**src/rtl/rr_port_arbiter.sv**
```systemverilog
// Round-robin arbiter for the switch fabric output resource.
// Bounded-hold grants with a rotating priority pointer.
module rr_port_arbiter #(
   parameter int unsigned N_PORTS  = 9,
   parameter int unsigned ID_W     = 4,
   parameter int unsigned MAX_HOLD = 64,
   parameter int unsigned HOLD_W   = 7
) (
   input  logic               core_clock,
   input  logic               core_rst,
   input  logic [N_PORTS-1:0] req,
   input  logic [N_PORTS-1:0] port_en,
   output logic [N_PORTS-1:0] gnt,
   output logic [ID_W-1:0]    gnt_id,
   output logic               gnt_valid,
   output logic               timeout
);

   typedef enum logic [1:0] {
      IDLE,
      GRANT,
      GAP
   } state_e;

   state_e             state_q;
   logic [ID_W-1:0]    ptr_q;
   logic [ID_W-1:0]    id_q;
   logic [HOLD_W-1:0]  hold_q;
   logic [N_PORTS-1:0] gnt_q;
   logic               valid_q;
   logic               tmo_q;

   logic [N_PORTS-1:0] elig;
   logic               sel_vld;
   logic [ID_W-1:0]    sel_id;
   logic [ID_W-1:0]    idx_n;
   int                 idx;
   logic               expire;
   logic               keep;
   logic               last;

   assign elig   = req & port_en;
   assign expire = (hold_q == HOLD_W'(MAX_HOLD - 1));
   assign keep   = elig[id_q];
   assign last   = (id_q == ID_W'(N_PORTS - 1));

   // First eligible port at or after the pointer, wrapping once.
   always_comb begin
      sel_vld = 1'b0;
      sel_id  = '0;
      idx     = 0;
      idx_n   = '0;
      for (int i = 0; i < int'(N_PORTS); i++) begin
         idx = int'(ptr_q) + i;
         if (idx >= int'(N_PORTS)) begin
            idx = idx - int'(N_PORTS);
         end
         idx_n = ID_W'(idx);
         if (!sel_vld && elig[idx_n]) begin
            sel_vld = 1'b1;
            sel_id  = idx_n;
         end
      end
   end

   always_ff @(posedge core_clock) begin
      if (core_rst) begin
         state_q <= IDLE;
         ptr_q   <= '0;
         id_q    <= '0;
         hold_q  <= '0;
         gnt_q   <= '0;
         valid_q <= 1'b0;
         tmo_q   <= 1'b0;
      end else begin
         unique case (state_q)
            IDLE: begin
               tmo_q <= 1'b0;
               if (sel_vld) begin
                  state_q <= GRANT;
                  gnt_q   <= N_PORTS'(1) << sel_id;
                  id_q    <= sel_id;
                  valid_q <= 1'b1;
                  hold_q  <= '0;
               end
            end
            GRANT: begin
               if (hold_q != '1) begin
                  hold_q <= hold_q + 1'b1;
               end
               // A release wins over a simultaneous expiry.
               if (!keep || expire) begin
                  state_q <= GAP;
                  gnt_q   <= '0;
                  valid_q <= 1'b0;
                  tmo_q   <= keep;
               end
            end
            GAP: begin
               tmo_q   <= 1'b0;
               ptr_q   <= last ? '0 : id_q + 1'b1;
               state_q <= IDLE;
            end
            default: begin
               state_q <= IDLE;
               gnt_q   <= '0;
               valid_q <= 1'b0;
               tmo_q   <= 1'b0;
            end
         endcase
      end
   end

   assign gnt       = gnt_q;
   assign gnt_id    = id_q;
   assign gnt_valid = valid_q;
   assign timeout   = tmo_q;

endmodule

```
**config.mk**
```make
export PLATFORM = sky130hd
export DESIGN_NAME = rr_port_arbiter
export DESIGN_NICKNAME = d
export VERILOG_FILES = /design/src/rtl/rr_port_arbiter.sv
export SDC_FILE = /design/constraint.sdc
export NUM_CORES = 1
export LEC_CHECK = 0
export CAP_MARGIN = 20
export CELL_PAD_IN_SITES_DETAIL_PLACEMENT = 1
export CELL_PAD_IN_SITES_GLOBAL_PLACEMENT = 2
export CORE_MARGIN = 1
export CORE_UTILIZATION = 35
export DETAILED_ROUTE_END_ITERATION = 12
export PLACE_DENSITY = 0.86
export SYNTH_ARGS = -nofsm -noshare
export SYNTH_HDL_FRONTEND = slang
export SYNTH_SLANG_ARGS = --single-unit
```
**constraint.sdc**
```tcl
create_clock -name core_clock -period 5.45 [get_ports core_clock]
set_clock_uncertainty 0.05 [all_clocks]
set_input_delay 1.09 -clock core_clock [delete_from_list [all_inputs] [get_ports core_clock]]
set_output_delay 1.09 -clock core_clock [all_outputs]
set_load 0.05 [all_outputs]
```
==> impl_metrics.json <==
{
  "yosys.area.top_type_share_pct": 10.9,
  "wl_um": 22700,
  "slew_violations": 0,
  "relSlewSlack_pct": 29.6,
  "finalCritPeriodShare_pct": 91.6,
  "status": "finished, final reports clean",
  "fin_tns_setup_ns": 0,
  "n_fill_cell": 1824,
  "syn_avg_cell_area_um2": 7.09,
  "cts_sinks": 28,
  "dr.pass1.iters": 5,
  "dp_hpwl_um": 17400,
  "syn-cell-area_um2": 5130,
  "critPathMaxFanout": 23,
  "fp-row-count": 43,
  "cts-resized-gates": 0,
  "p_per_area_nw_per_um2": 376,
  "coreArea_um2": 14100,
  "drive_gt1_share_pct": 8.97,
  "start_kind": "register",
  "seq_area_frac_synth_pct": 10.9,
  "cts_buffers": 3,
  "cts_max_level": 1,
  "place_congestion": 0.967,
  "ant_nets": 0,
  "synth_ff_type": "dfxtp_1",
  "critPathCaptureType": "register",
  "post-route-drc-count": 0,
  "worstPathRequired_ns": 5.53,
  "hp-class": "reg -> reg",
  "area_growth_pct": 11.9,
  "min_period_ns": 4.99,
  "yosysMostFrequentCell": "nand2_1",
  "clk_pin_slew_ns": 0.07,
  "clock.fmax_ghz": 0.200,
  "placed_area_um2": 5630,
  "insertion_delay_ns": 0.27,
  "dieArea_um2": 15100,
  "initial_core_util_pct": 36.4,
  "finalSetupViolCount": 0,
  "cts_root_buf": "clkbuf_16",
  "cp.arrival_ns": 5.07,
  "wl_per_cell_um": 24.8,
  "syn_inst": 723,
  "critPathKind": "reg -> reg",
  "die_y_um": 123,
  "via_count": 6253,
  "grt_pass1_wl_um": 34700,
  "port_buffers": 34,
  "nets": 779,
  "die_w_um": 123,
  "cts_tree": "yes",
  "synth_cell_types": 89,
  "antenna_cells": 0,
  "fin_area_um2": 5740,
  "ys_top_cells_by_count": "nand2_1 (68), a21oi_1 (59), nor2_1 (57)",
  "yosysWarnings": 0,
  "ys_ff_latch": 28,
  "synth_area_leaders": "dfxtp_1 (11%), a21oi_1 (5.8%), mux2i_1 (5.7%), ha_1 (5.4%), nand2_1 (5.0%)",
  "post_cts_buffers": 0,
  "vias_per_cell": 6.83,
  "ir_drop_uv": 194,
  "grt_max_degree": 49,
  "grt_pass1_vias": 6162,
  "hold_viol": 0,
  "clockBufferDepth": 2,
  "r2r_slack_ns": 0.46,
  "hold_buffers": 0,
  "track_usage_pct": 30.3,
  "synth_fp_nets": 765,
  "ioPinCount": 35,
  "worst_pin_slew_ns": 1.05,
  "synth_edf_count": 0,
  "antenna_found_initial": 0,
  "power_leakage_uw": 0.00214,
  "grt-ovfl-total": 0,
  "rsz0062_at_grt": "false",
  "yosysTopAreaCell": "dfxtp_1",
  "drt_iter0_drc": 611,
  "maxCapViolCount": 0,
  "synthArstFlopShare_pct": 0
}
[sequential cells by signal (all words and copies together), names as in the netlist]
signal / count
timeout: 1
ptr_q: 4
gnt_id: 4
gnt: 9
gnt_valid: 1
state_q: 2
hold_q: 7
[path summary, 6_finish.rpt]
check / depth (start not counted) / from / endpoint
hold reg to reg: 1 / gnt[3]$_SDFFE_PP0P_ / gnt[3]$_SDFFE_PP0P_
hold / removal: 1 / gnt[3]$_SDFFE_PP0P_ / gnt[3]$_SDFFE_PP0P_
setup / recovery: 11 / ptr_q[0]$_SDFFE_PP0P_ / gnt[7]$_SDFFE_PP0P_
setup reg to reg: 11 / ptr_q[0]$_SDFFE_PP0P_ / gnt[7]$_SDFFE_PP0P_
[worst max-delay path: stages, from the launching register on]
cell and delay (ns):
dfxtp_2 0.33, inv_2 0.37, ha_1 0.58, xor2_1 0.62, o21ai_0 0.49, and2_1 0.35
a2111oi_0 0.41, nor3_1 0.17, a21boi_0 0.46, o31ai_1 0.21, nor3_1 0.62, o31ai_1 0.19
[layout make-up]
cell class	instances	area, um^2	share of cell area, %
multi-input combinational	628	4250	74.1
clock buffer	3	75.1	1.31
tap	180	225	3.92
sequential	28	562	9.79
clock inverter	1	30.0	0.523
inverter	16	60.1	1.05
timing repair buffer	60	536	9.33
[metal layers]
layer  share of wire, %  vias to the layer above  track usage, %
met1                 43                     3094            39.3
met2                 46                      288            50.1
met3                6.8                       77            4.57
met4                4.3                        0            12.1
met5                  0                        -               0
li1                   -                     2794               -
[metrics by stage]
step / worst slack (ns) / hold WS [ns] / utilization, % / power (uW) / instances
after global routing: 0.163 / 0.440 / 40.7 / 2270 / 916
final: 0.459 / 0.418 / 40.7 / 2160 / 916
after global placement: 0.684 / 0.386 / 40.0 / 1840 / 912
after detailed placement: 0.524 / 0.401 / 40.0 / 1880 / 912
after CTS: 0.513 / 0.423 / 40.7 / 2120 / 916
after floorplan: 0.802 / 0.394 / - / 1430 / 723
[report_power, final]
| group | internal, uW | switching (uW) |
|---|---|---|
| clock network | 147 | 77.8 |
| registers | 249 | 46.5 |
| logic | 558 | 1080 |
[cell families after synthesis]
| kind of cell | synth area share [%] |
|---|---|
| simple gates | 28.4 |
| compound gates | 37.0 |
| buf+inv | 6.15 |
| fa+ha+maj | 5.37 |
| xor+xnor | 5.39 |
| mux | 6.76 |
| flops | 10.9 |
[cell usage in the layout, fill, tap and decap left out, drive strengths merged, types with 9 or more instances in the layout]
master	n
clkdlybuf4s50	34
nor4	14
and2	17
xnor2	20
nand2	70
nand2b	11
a211oi	10
nand3	27
nand4	10
nor2	57
o21ai	50
a21oi	61
inv	16
xor2	9
ha	22
nor3	16
dfxtp	28
and3	10
nor2b	13
buf	26
o31ai	12
o211ai	15
mux2i	29
(Power assumes the default switching activity.)
